File: src/rtl/video_pkg.sv
// Shared video constants, colour types and FSM encoding for the bouncing-square pattern source.
package video_pkg;

  localparam int unsigned COORD_BITS  = 10;
  localparam int unsigned COLOUR_BITS = 8;
  localparam int unsigned H_RES       = 640;
  localparam int unsigned V_RES       = 480;

  typedef struct packed {
    logic [COLOUR_BITS-1:0] r;
    logic [COLOUR_BITS-1:0] g;
    logic [COLOUR_BITS-1:0] b;
  } rgb_t;

  typedef enum logic [1:0] {
    IDLE   = 2'd0,
    MOVE_X = 2'd1,
    MOVE_Y = 2'd2
  } move_state_t;

  localparam rgb_t BG_COLOUR = '{r: 8'h00, g: 8'h00, b: 8'h8B};
  localparam rgb_t FG_WHITE  = '{r: 8'hFF, g: 8'hFF, b: 8'hFF};

  // Foreground palette walked by the bounce counter; entry 0 matches the fixed-white build.
  localparam rgb_t PALETTE [8] = '{
    '{r: 8'hFF, g: 8'hFF, b: 8'hFF},
    '{r: 8'hFF, g: 8'h00, b: 8'h00},
    '{r: 8'h00, g: 8'hFF, b: 8'h00},
    '{r: 8'h00, g: 8'h00, b: 8'hFF},
    '{r: 8'hFF, g: 8'hFF, b: 8'h00},
    '{r: 8'h00, g: 8'hFF, b: 8'hFF},
    '{r: 8'hFF, g: 8'h00, b: 8'hFF},
    '{r: 8'hFF, g: 8'h80, b: 8'h00}
  };

endpackage

File: src/rtl/square_axis_mover.sv
// One axis of the bouncing square: position, direction and wall-bounce step logic.
module square_axis_mover
  import video_pkg::*;
#(
  parameter int unsigned RES     = H_RES,
  parameter int unsigned SQ_SIZE = 64,
  parameter int unsigned SPEED   = 2
) (
  input  logic                  clk,
  input  logic                  rst,
  input  logic                  step,
  output logic [COORD_BITS-1:0] q,
  output logic                  bounce_c
);

  localparam int unsigned W   = COORD_BITS + 1;
  localparam int unsigned LIM = RES - SQ_SIZE;

  logic                  d;
  logic                  d_next;
  logic [COORD_BITS-1:0] q_next;
  logic [W-1:0]          q_ext;
  logic [W-1:0]          q_up;

  // One extra bit of headroom so q+SPEED never wraps before the wall compare.
  assign q_ext = {1'b0, q};
  assign q_up  = q_ext + W'(SPEED);

  always_comb begin
    q_next   = q;
    d_next   = d;
    bounce_c = 1'b0;
    if (step) begin
      if (d) begin
        if (q_up >= W'(LIM)) begin
          q_next   = COORD_BITS'(LIM);
          d_next   = 1'b0;
          bounce_c = 1'b1;
        end else begin
          q_next = q_up[COORD_BITS-1:0];
        end
      end else begin
        if (q_ext <= W'(SPEED)) begin
          q_next   = '0;
          d_next   = 1'b1;
          bounce_c = 1'b1;
        end else begin
          q_next = q - COORD_BITS'(SPEED);
        end
      end
    end
  end

  always_ff @(posedge clk or posedge rst) begin
    if (rst) begin
      q <= '0;
      d <= 1'b1;
    end else begin
      q <= q_next;
      d <= d_next;
    end
  end

endmodule

File: src/rtl/bouncing_square_gen.sv
// Bouncing-square test pattern with a 2-cycle RGB/strobe pipeline.
// Define COLOUR_CYCLE_EN to step the foreground through an 8-entry palette on every bounce.
module bouncing_square_gen
  import video_pkg::*;
#(
  parameter int unsigned H_RES   = video_pkg::H_RES,
  parameter int unsigned V_RES   = video_pkg::V_RES,
  parameter int unsigned SQ_SIZE = 64,
  parameter int unsigned SPEED   = 2
) (
  input  logic                   i_clk_pxl,
  input  logic                   i_rst,
  input  logic [COORD_BITS-1:0]  i_sx,
  input  logic [COORD_BITS-1:0]  i_sy,
  input  logic                   i_de,
  input  logic                   i_hsync,
  input  logic                   i_vsync,
  input  logic                   i_nf,
  output logic [COLOUR_BITS-1:0] o_r,
  output logic [COLOUR_BITS-1:0] o_g,
  output logic [COLOUR_BITS-1:0] o_b,
  output logic                   o_de,
  output logic                   o_hsync,
  output logic                   o_vsync,
  output logic                   o_bounce
);

  localparam int unsigned W = COORD_BITS + 1;

  move_state_t           state;
  move_state_t           state_next;
  logic                  step_x_c;
  logic                  step_y_c;
  logic [COORD_BITS-1:0] qx;
  logic [COORD_BITS-1:0] qy;
  logic                  bounce_x_c;
  logic                  bounce_y_c;
  logic                  bounce_x_seen;
  logic                  inside_c;
  logic                  inside_s1;
  logic                  de_s1;
  logic                  hsync_s1;
  logic                  vsync_s1;
  rgb_t                  fg_c;
  rgb_t                  pix_c;

  always_ff @(posedge i_clk_pxl or posedge i_rst) begin
    if (i_rst) state <= IDLE;
    else       state <= state_next;
  end

  // Per-frame update: x in MOVE_X, y in MOVE_Y; new-frame pulses are ignored while busy.
  always_comb begin
    state_next = state;
    step_x_c   = 1'b0;
    step_y_c   = 1'b0;
    case (state)
      IDLE:    if (i_nf) state_next = MOVE_X;
      MOVE_X:  begin step_x_c = 1'b1; state_next = MOVE_Y; end
      MOVE_Y:  begin step_y_c = 1'b1; state_next = IDLE;   end
      default: state_next = IDLE;
    endcase
  end

  square_axis_mover #(.RES(H_RES), .SQ_SIZE(SQ_SIZE), .SPEED(SPEED)) u_axis_x (
    .clk      (i_clk_pxl),
    .rst      (i_rst),
    .step     (step_x_c),
    .q        (qx),
    .bounce_c (bounce_x_c)
  );

  square_axis_mover #(.RES(V_RES), .SQ_SIZE(SQ_SIZE), .SPEED(SPEED)) u_axis_y (
    .clk      (i_clk_pxl),
    .rst      (i_rst),
    .step     (step_y_c),
    .q        (qy),
    .bounce_c (bounce_y_c)
  );

  // Remember an x bounce so a corner hit merges into a single pulse after the y step.
  always_ff @(posedge i_clk_pxl or posedge i_rst) begin
    if (i_rst) begin
      bounce_x_seen <= 1'b0;
      o_bounce      <= 1'b0;
    end else begin
      o_bounce <= step_y_c & (bounce_x_seen | bounce_y_c);
      if (step_x_c) bounce_x_seen <= bounce_x_c;
    end
  end

`ifdef COLOUR_CYCLE_EN
  logic [2:0] pal_idx;

  always_ff @(posedge i_clk_pxl or posedge i_rst) begin
    if (i_rst)         pal_idx <= 3'd0;
    else if (o_bounce) pal_idx <= pal_idx + 3'd1;
  end

  assign fg_c = PALETTE[pal_idx];
`else
  assign fg_c = FG_WHITE;
`endif

  assign inside_c = ({1'b0, i_sx} >= {1'b0, qx}) && ({1'b0, i_sx} < ({1'b0, qx} + W'(SQ_SIZE))) &&
                    ({1'b0, i_sy} >= {1'b0, qy}) && ({1'b0, i_sy} < ({1'b0, qy} + W'(SQ_SIZE)));

  always_comb begin
    pix_c = '0;
    if (de_s1) pix_c = inside_s1 ? fg_c : BG_COLOUR;
  end

  always_ff @(posedge i_clk_pxl or posedge i_rst) begin
    if (i_rst) begin
      inside_s1 <= 1'b0;
      de_s1     <= 1'b0;
      hsync_s1  <= 1'b0;
      vsync_s1  <= 1'b0;
      o_r       <= '0;
      o_g       <= '0;
      o_b       <= '0;
      o_de      <= 1'b0;
      o_hsync   <= 1'b0;
      o_vsync   <= 1'b0;
    end else begin
      inside_s1 <= inside_c;
      de_s1     <= i_de;
      hsync_s1  <= i_hsync;
      vsync_s1  <= i_vsync;
      o_r       <= pix_c.r;
      o_g       <= pix_c.g;
      o_b       <= pix_c.b;
      o_de      <= de_s1;
      o_hsync   <= hsync_s1;
      o_vsync   <= vsync_s1;
    end
  end

endmodule

File: config.mk
export PLATFORM = sky130hd
export DESIGN_NAME = bouncing_square_gen
export DESIGN_NICKNAME = d
export VERILOG_FILES = /design/src/rtl/video_pkg.sv /design/src/rtl/square_axis_mover.sv /design/src/rtl/bouncing_square_gen.sv
export SDC_FILE = /design/constraint.sdc
export NUM_CORES = 1
export LEC_CHECK = 0
export CAP_MARGIN = 20
export CORE_MARGIN = 1.5
export CORE_UTILIZATION = 45
export DETAILED_ROUTE_END_ITERATION = 10
export PLACE_DENSITY = 0.7
export SETUP_SLACK_MARGIN = 0.1
export SYNTH_ARGS = -nofsm -noshare
export SYNTH_HDL_FRONTEND = slang
export SYNTH_SLANG_ARGS = --single-unit
File: constraint.sdc
create_clock -name i_clk_pxl -period 7.55 [get_ports i_clk_pxl]
set_input_delay 0.755 -clock i_clk_pxl [delete_from_list [all_inputs] [get_ports i_clk_pxl]]
set_output_delay 0.755 -clock i_clk_pxl [all_outputs]
set_load 0.005 [all_outputs]
==> impl_metrics.json, run 1 <==
{
  "multi_input_area_um2": 1847,
  "drive_gt1_share_pct": 5.013,
  "cp_num_cells": 8,
  "start_util_pct": 46.88,
  "clock_latency_ns": 0.29,
  "critPathBufInv": 1,
  "vias": 2722,
  "clkSinkCount": 32,
  "dr.pass1.iters": 5,
  "ant_nets": 0,
  "routabilityCongestion": 0.9309,
  "final_cell_mix": "clkdlybuf4s50_1, ha_1, o21ai_0, dfrtp_1, inv_1",
  "htree_levels": 2,
  "p_per_area_nw_per_um2": 309.5,
  "cts_tree": "yes",
  "ys_async_sr_fraction_pct": 100.0,
  "layout_commonest_cell": "clkdlybuf4s50_1",
  "finalCriticalPeriod_ns": 2.725,
  "setup_viol_count_final": 0,
  "finalSetupTns_ns": 0,
  "dp_hpwl_um": 5048,
  "synth_seq_cells": 32,
  "avgViaCountPerCell": 5.969,
  "critPathCaptureType": "flip-flop",
  "fin_nets": 441,
  "p_total_mw": 1.069,
  "cts_hold_buf": 0,
  "syn_to_final_growth_pct": 15.38,
  "avgSynthCellArea_um2": 8.387,
  "crit_start": "u_axis_y.q[6]",
  "hold_path_depth": 0,
  "timing.final.crit_share_pct": 36.09,
  "ir_drop_mv": 0.1343,
  "slew_violations": 0,
  "yosysUniqueCellTypes": 59,
  "dieArea_um2": 7152,
  "crit_required_ns": 7.75,
  "reg2reg_slack_ns": 4.83,
  "critical-path-top-delay-family": "compound AO/OA/AOI/OAI gates",
  "synth_edf_count": 0,
  "grt_first_pass_wirelength_um": 11650,
  "crit_path_max_incr_delay_ns": 0.60,
  "grt_max_degree": 33,
  "core_area_um2": 6386,
  "drc_errors": 0,
  "maxCapViolations": 0,
  "die_w_um": 84.57,
  "crit_path_top_delay_cell": "dfrtp_1",
  "r2r.worst_path.cells": 8,
  "seq_area_um2": 803.3,
  "grt_overflow_total": 0,
  "cts_resized": 0,
  "num_antenna_cells": 0,
  "synth_top_flop_cell": "dfrtp_1",
  "cp_max_fo": 13,
  "portBuffers": 51,
  "endpoint": "u_axis_y.q[7]",
  "synthesis.nets": 420,
  "startpoint_type": "flip-flop",
  "leakagePower_nw": 1.440,
  "clkSlewWorstSetupHoldPaths_ns": 0.08,
  "timing.rr.start": "u_axis_y.q[6]",
  "grt_pass1_vias": 2486,
  "worst_slew_pin_slew_ns": 0.6933,
  "fmax_mhz": 367.0,
  "numCtsBuffers": 5,
  "syn_area_um2": 2994,
  "wl_um": 6961,
  "clockBufferDepth": 2,
  "first_iter_violations": 214,
  "yosysSeqAreaShare_pct": 26.83,
  "path_class": "reg2reg",
  "status": "finished clean",
  "hp-class": "reg2reg",
  "cts_root_buf": "clkbuf_8",
  "wl_per_cell_um": 15.27,
  "fill_cells": 616,
  "crit_chain": "inv_1 -> ha_1 -> nor3b_1 -> a41oi_1 -> a21oi_1 -> nor2_1 -> a22oi_1 -> o22ai_1",
  "finalClockSkew_ns": 0.01194,
  "rows": 29,
  "crit_arrival_ns": 2.92,
  "slew_headroom_pct": 53.61,
  "holdWs_ns": 0.3517,
  "die_h_um": 84.57,
  "synth_warnings": 0,
  "synthCells": 357,
  "hold_violations": 0,
  "grt_antenna_before_repair": 0,
  "io_pins": 54,
  "cts_setup_buffers": 0,
  "groute.usage.overall_pct": 19.80,
  "rsz0062_at_grt": "no",
  "r2r_end": "u_axis_y.q[7]"
}
[metal layers]
layer	global-route usage, %	up-vias	wire length [µm]
li1	-	1341	-
met1	26.73	1276	3177
met2	31.60	97	3297
met3	3.736	8	405
met4	7.331	0	80
met5	0	-	0
[state kept, by name, summed over array words and instances, names as in the netlist]
signal	cells
u_axis_x.q	9
o_bounce	1
o_vsync	1
vsync_s1	1
o_b	2
bounce_x_seen	1
de_s1	1
u_axis_y.d	1
state	2
hsync_s1	1
o_hsync	1
u_axis_y.q	9
inside_s1	1
u_axis_x.d	1
[Yosys cell counts, types with 6 or more instances]
cell      number  area share (%)
nor3_1        11             1.8
inv_1         22             2.8
nand3_1       17             2.8
ha_1          37              15
dfrtp_1       30              25
nor2_1        19             2.4
a21oi_1       19             3.2
nand2_1       20             2.5
o21ai_0       30             5.0
nand4_1        8             1.7
buf_4         24             6.0
buf_2          7             1.2
and3_1         8             1.7
xnor2_1        7             2.0
clkbuf_1       6            0.75
[report_power, final]
part / switching (mW) / leakage, nW / internal, mW
combinational: 0.319 / 1.02 / 0.261
clock: 0.0727 / 0.0404 / 0.0653
sequential: 0.124 / 0.377 / 0.227
total: 0.516 / 1.44 / 0.553
[kinds of logic after synthesis]
family	synth area share, %
and+or+nand+nor	21.02
AOI/OAI and AO/OA	22.15
buffers and inverters	11.49
adders and majority gates	15.46
DFF	26.83
xor gates and xnor gates	2.340
muxes	0.7104
[worst min-delay path by stage]
stage | slack [ns] | from | to
finish | 0.35 | vsync_s1 | o_vsync
global route | 0.37 | hsync_s1 | o_hsync
CTS | 0.35 | vsync_s1 | o_vsync
detailed placement | 0.33 | vsync_s1 | o_vsync
global placement | 0.33 | hsync_s1 | o_hsync
floorplan | 0.33 | hsync_s1 | o_hsync
[per-stage QoR]
stage	worst slack, ns	instance area (µm²)	utilization (%)	std cells
3_3_place_gp	4.890	3362	52.64	448
4_1_cts	4.853	3455	54.09	456
3_5_place_dp	4.881	3362	52.64	448
2_1_floorplan	5.182	2994	-	357
5_1_grt	4.614	3455	54.09	456
6_report	4.825	3455	54.09	456
[worst register-to-register path: stages, from the launching register on]
cell     delay, ns
dfrtp_1       0.60
inv_1         0.22
ha_1          0.27
nor3b_1       0.14
a41oi_1       0.28
a21oi_1       0.21
nor2_1        0.58
a22oi_1       0.15
o22ai_1       0.18
[layout make-up]
| type | count | share of cell area, % |
|---|---|---|
| Inverter | 24 | 2.608 |
| Multi-Input combinational cell | 262 | 53.46 |
| Sequential cell | 32 | 23.25 |
| Tap cell | 77 | 2.789 |
| Clock inverter | 3 | 0.6882 |
| Timing Repair Buffer | 53 | 15.21 |
| Clock buffer | 5 | 1.992 |
Note: power is estimated with default switching activity, not from simulation.
==> inputs of run 2 (changes only) <==
- PLACE_DENSITY: 0.7 -> 0.73
- clock period: 7.55 -> 2.5 ns (I/O delays scaled with it)
==> run 2 against run 1 <==
  * Clock skew is 0.0053 ns lower
  * Core utilization is 2.8 points higher
  * Clock power grew to 3.6 times the previous value
==> impl_metrics.json, run 2 (same netlist as run 1, synthesis figures left out) <==
{
  "p_total_mw": 3.536,
  "slew_violations": 0,
  "grt_first_pass_wirelength_um": 12450,
  "critPathCaptureType": "flip-flop",
  "grt_antenna_before_repair": 0,
  "dr.pass1.iters": 6,
  "fin_util_pct": 56.94,
  "timing.final.crit_share_pct": 91.87,
  "finalSetupTns_ns": 0,
  "cts_root_buf": "clkbuf_8",
  "p_per_area_nw_per_um2": 972.5,
  "crit_start": "u_axis_x.q[2]",
  "io_pins": 54,
  "startpoint_type": "flip-flop",
  "portBuffers": 51,
  "dp_cells": 465,
  "cts_tree": "yes",
  "finalClockSkew_ns": 0.006658,
  "crit_arrival_ns": 2.45,
  "avgViaCountPerCell": 5.994,
  "core_area_um2": 6386,
  "ir_drop_mv": 0.5556,
  "worst_slew_pin_slew_ns": 0.6865,
  "numCtsBuffers": 5,
  "vias": 2853,
  "grt_max_degree": 33,
  "crit_path_top_delay_cell": "dfrtp_2",
  "reg_top3": "u_axis_x.q (9), u_axis_y.q (9)",
  "groute.usage.overall_pct": 20.98,
  "final_cell_mix": "clkdlybuf4s50_1, ha_1, o21ai_0, dfrtp_1",
  "die_w_um": 84.57,
  "clkSinkCount": 32,
  "dpl-instance-area_um2": 3490,
  "maxCapViolations": 0,
  "hold_violations": 0,
  "drive_gt1_share_pct": 10.78,
  "clockBufferDepth": 2,
  "grt_overflow_total": 0,
  "routabilityCongestion": 0.9090,
  "syn_to_final_growth_pct": 21.44,
  "wl_um": 7206,
  "leakagePower_nw": 1.549,
  "status": "finished clean",
  "die_h_um": 84.57,
  "ant_nets": 0,
  "fin_area_um2": 3636,
  "crit_path_max_incr_delay_ns": 0.44,
  "first_iter_violations": 173,
  "holdCritStartpoint": "vsync_s1",
  "setup_viol_count_final": 0,
  "fin_nets": 461,
  "timing.rr.start": "u_axis_x.q[2]",
  "slew_headroom_pct": 54.14,
  "clock_latency_ns": 0.28,
  "layout_commonest_cell": "clkdlybuf4s50_1",
  "wl_per_cell_um": 15.14,
  "instances_no_fill": 476,
  "crit_required_ns": 2.66,
  "holdWs_ns": 0.3508,
  "dp_hpwl_um": 5395,
  "rows": 29,
  "hp-class": "reg2reg",
  "crit_chain": "inv_1 -> ha_1 -> nor4b_1 -> a22oi_1 -> o21bai_2 -> buf_4 -> o21ai_0 -> a221oi_1 -> o31ai_1",
  "clkSlewWorstSetupHoldPaths_ns": 0.07,
  "drc_errors": 0,
  "fin_ws_ns": 0.2034,
  "dieArea_um2": 7152,
  "grt_pass1_vias": 2744,
  "cp_max_fo": 5,
  "fmax_mhz": 435.4,
  "dpl_worst_slack_ns": 0.1462,
  "start_util_pct": 46.88,
  "htree_levels": 2,
  "rsz0062_at_grt": "yes",
  "path_class": "reg2reg",
  "num_antenna_cells": 0,
  "finalCriticalPeriod_ns": 2.297
}
run 2: cell count changes in the layout (fill, tap and decap cells not counted), sizes merged:
cell	change
buf	+20
bufinv	+1
clkinvlp	-1
run 2: path summary, 6_finish.rpt:
check	to	slack (ns)	cells after the start
setup / recovery	u_axis_x.q[3]	0.20	9
hold / removal	o_vsync	0.35	0
setup reg to reg	u_axis_x.q[3]	0.20	9
hold reg to reg	o_vsync	0.35	0
max in group asynchronous	u_axis_x.d	1.79	3
min in group asynchronous	o_bounce	0.37	3
run 2: layout make-up:
| cell class | count | area [µm²] |
|---|---|---|
| clock buffers | 5 | 68.82 |
| clock inverters | 3 | 42.54 |
| fillers | 586 | 2750 |
| inverters | 24 | 90.09 |
| multi-input cells | 262 | 1858 |
| flip-flops and latches | 32 | 804.5 |
| well taps | 77 | 96.34 |
| repair buffers | 73 | 675.6 |
run 2: per-layer routing:
metal / track usage (%) / routed length, µm / part of all wire [%]
met3: 4.130 / 384 / 5.3
met2: 34.27 / 3510 / 49
met4: 7.771 / 133 / 1.8
met5: 0 / 0 / 0
met1: 27.54 / 3177 / 44
run 2: timing repair:
action / in CTS / in global routing
hold endpoints to repair: 0 / 0
setup endpoints to repair: 0 / 5
gates resized for setup: 0 / 5
hold buffers: 0 / 0
setup buffers: 0 / 3
run 2: where the power goes:
part / internal, mW / leakage, nW / switching, mW / total, mW
clock: 0.295 / 0.0541 / 0.204 / 0.499
combinational: 0.948 / 1.12 / 1.09 / 2.03
sequential: 0.688 / 0.376 / 0.316 / 1.00
run 2: worst max-delay path: cells and delay by family, from the launching register on:
family / cells / cell delay, ns
flops: 1 / 0.44
compound gates: 5 / 0.91
fa+ha+maj: 1 / 0.17
simple gates: 1 / 0.33
buf+inv: 2 / 0.32
==> inputs of run 3 (changes only) <==
- CORE_UTILIZATION: 45 -> 48
- PLACE_DENSITY: 0.73 -> 0.76
==> run 3 against run 2 <==
  * Maximum frequency rose by 0.79%
  * Count of clock-buffer cells in the layout unchanged
  * Register-to-register slack gained 0.02 ns
  * Worst setup slack better by 0.018 ns
  * Critical path depth decreased by 2
  * Design area is essentially flat
  * Critical endpoint is now u_axis_x.q[4]
  * Hold slack hardly changed
==> impl_metrics.json, run 3 (same netlist as run 1, synthesis figures left out) <==
{
  "core_area_um2": 5956,
  "dp_cells": 469,
  "hold_violations": 0,
  "grt_first_pass_wirelength_um": 12100,
  "p_sw_mw": 1.645,
  "routabilityCongestion": 0.9330,
  "ir_drop_mv": 0.4702,
  "clkPwrFrac_pct": 12.2,
  "crit_arrival_ns": 2.44,
  "num_antenna_cells": 0,
  "hp-class": "in2async",
  "slew_headroom_pct": 54.87,
  "dp_hpwl_um": 5621,
  "wl_um": 7502,
  "timing.critical_path.mode_cell": "and4_1",
  "power_frac_seq_pct": 28.6,
  "die_w_um": 81.98,
  "finalSetupTns_ns": 0,
  "crit_path_top_delay_cell": "dfrtp_1",
  "grt_max_degree": 33,
  "htree_levels": 2,
  "switching_share_pct": 47.31,
  "drc_errors": 0,
  "numCtsBuffers": 5,
  "ant_nets": 0,
  "fin_area_um2": 3638,
  "power.internal_mw": 1.832,
  "die_h_um": 81.98,
  "vias": 2844,
  "grt_overflow_total": 0,
  "syn_to_final_growth_pct": 21.52,
  "clkSinkCount": 32,
  "grt_pass1_vias": 2594,
  "final_cell_mix": "clkdlybuf4s50_1, ha_1, o21ai_0, dfrtp_1, buf_4",
  "first_iter_violations": 218,
  "layout_commonest_cell": "clkdlybuf4s50_1",
  "finalClockSkew_ns": 0.01126,
  "status": "finished clean",
  "clkSlewWorstSetupHoldPaths_ns": 0.08,
  "clock_latency_ns": 0.29,
  "crit_required_ns": 2.66,
  "dpl_worst_slack_ns": 0.2355,
  "cts_root_buf": "clkbuf_8",
  "fill_cells": 556,
  "p_per_area_nw_per_um2": 955.8,
  "path_class": "reg2reg",
  "fin_ws_ns": 0.2213,
  "grt_antenna_before_repair": 0,
  "start_util_pct": 50.27,
  "instances_no_fill": 477,
  "dieArea_um2": 6721,
  "worst_slew_pin_slew_ns": 0.6745,
  "clockBufferDepth": 2,
  "cts_tree": "yes",
  "crit_chain": "ha_1 -> and4_1 -> and4_1 -> o41a_1 -> and2_2 -> a222oi_1 -> o31ai_1",
  "fin_util_pct": 61.09,
  "startpoint_type": "flip-flop",
  "setup_viol_count_final": 0,
  "finalCriticalPeriod_ns": 2.279,
  "dpl-instance-area_um2": 3532,
  "portBuffers": 51,
  "slew_violations": 0,
  "holdWs_ns": 0.3507,
  "drive_gt1_share_pct": 11.19,
  "wl_per_cell_um": 15.73,
  "io_pins": 54,
  "maxCapViolations": 0,
  "groute.usage.overall_pct": 23.45,
  "rows": 28,
  "timing.final.crit_share_pct": 91.15,
  "pwr-share-comb_pct": 59.3,
  "rsz0062_at_grt": "yes",
  "p_total_mw": 3.477,
  "cts_hold_buf": 0,
  "cp_max_fo": 6,
  "fin_nets": 464,
  "leakagePower_nw": 1.552,
  "avgViaCountPerCell": 5.962,
  "reg_top3": "u_axis_x.q (9), u_axis_y.q (9)",
  "critPathCaptureType": "flip-flop",
  "dr.pass1.iters": 5,
  "crit_path_max_incr_delay_ns": 0.44,
  "fmax_mhz": 438.8
}
-- run 3: changes by cell type in the layout (fill, tap and decap cells not counted), sizes merged --
cell,previous run,this run
buf,22,25
bufinv,1,0
clkinvlp,1,2
-- run 3: cell type report --
cell class                      count  area, µm²  area share [%]
Multi-Input combinational cell    262       1861           51.13
Sequential cell                    32      803.3           22.08
Timing Repair Buffer               76      698.2           19.19
Tap cell                           75      93.84           2.579
Inverter                           24      90.09           2.476
Clock buffer                        5      68.82           1.891
Clock inverter                      3      23.77          0.6534
-- run 3: path summary, 6_finish.rpt --
path,startpoint,endpoint,slack (ns),cells after the start
worst max-delay path,u_axis_x.q[2],u_axis_x.q[4],0.22,7
worst max register to register,u_axis_x.q[2],u_axis_x.q[4],0.22,7
min in group i_clk_pxl,vsync_s1,o_vsync,0.35,0
worst min-delay path,i_rst,u_axis_y.q[2],0.35,3
worst min register to register,vsync_s1,o_vsync,0.35,0
max in group asynchronous,i_rst,u_axis_x.d,1.81,3
-- run 3: power groups by stage --
stage | clock [mW] | sequential [mW] | combinational, mW
global route | 0.455 | 1.03 | 2.30
global placement | 0 | 0.980 | 1.97
CTS | 0.430 | 0.980 | 2.04
detailed placement | 0 | 0.993 | 2.02
floorplan | 0 | 0.833 | 1.55
finish | 0.423 | 0.994 | 2.06
-- run 3: what timing repair did --
action / 4_1_cts / 5_1_grt
endpoints found under the hold margin: 0 / 0
resized for setup: 0 / 3
setup endpoints to repair: 0 / 2
buffers inserted: 0 / 0
-- run 3: per-layer routing --
layer	vias to the layer above	wire, µm	part of all wire (%)	global-route usage [%]
met5	-	0	0	0
met4	0	44	0.59	6.949
met3	6	399	5.3	3.667
met2	110	3824	51	39.67
met1	1335	3233	43	30.68
li1	1393	-	-	-
-- run 3: worst max-delay path, delay by kind of cell, from the launching register on --
kind            cells  cell delay (ns)
compound gates      3             0.77
fa+ha+maj           1             0.22
flops               1             0.44
simple gates        3             0.72
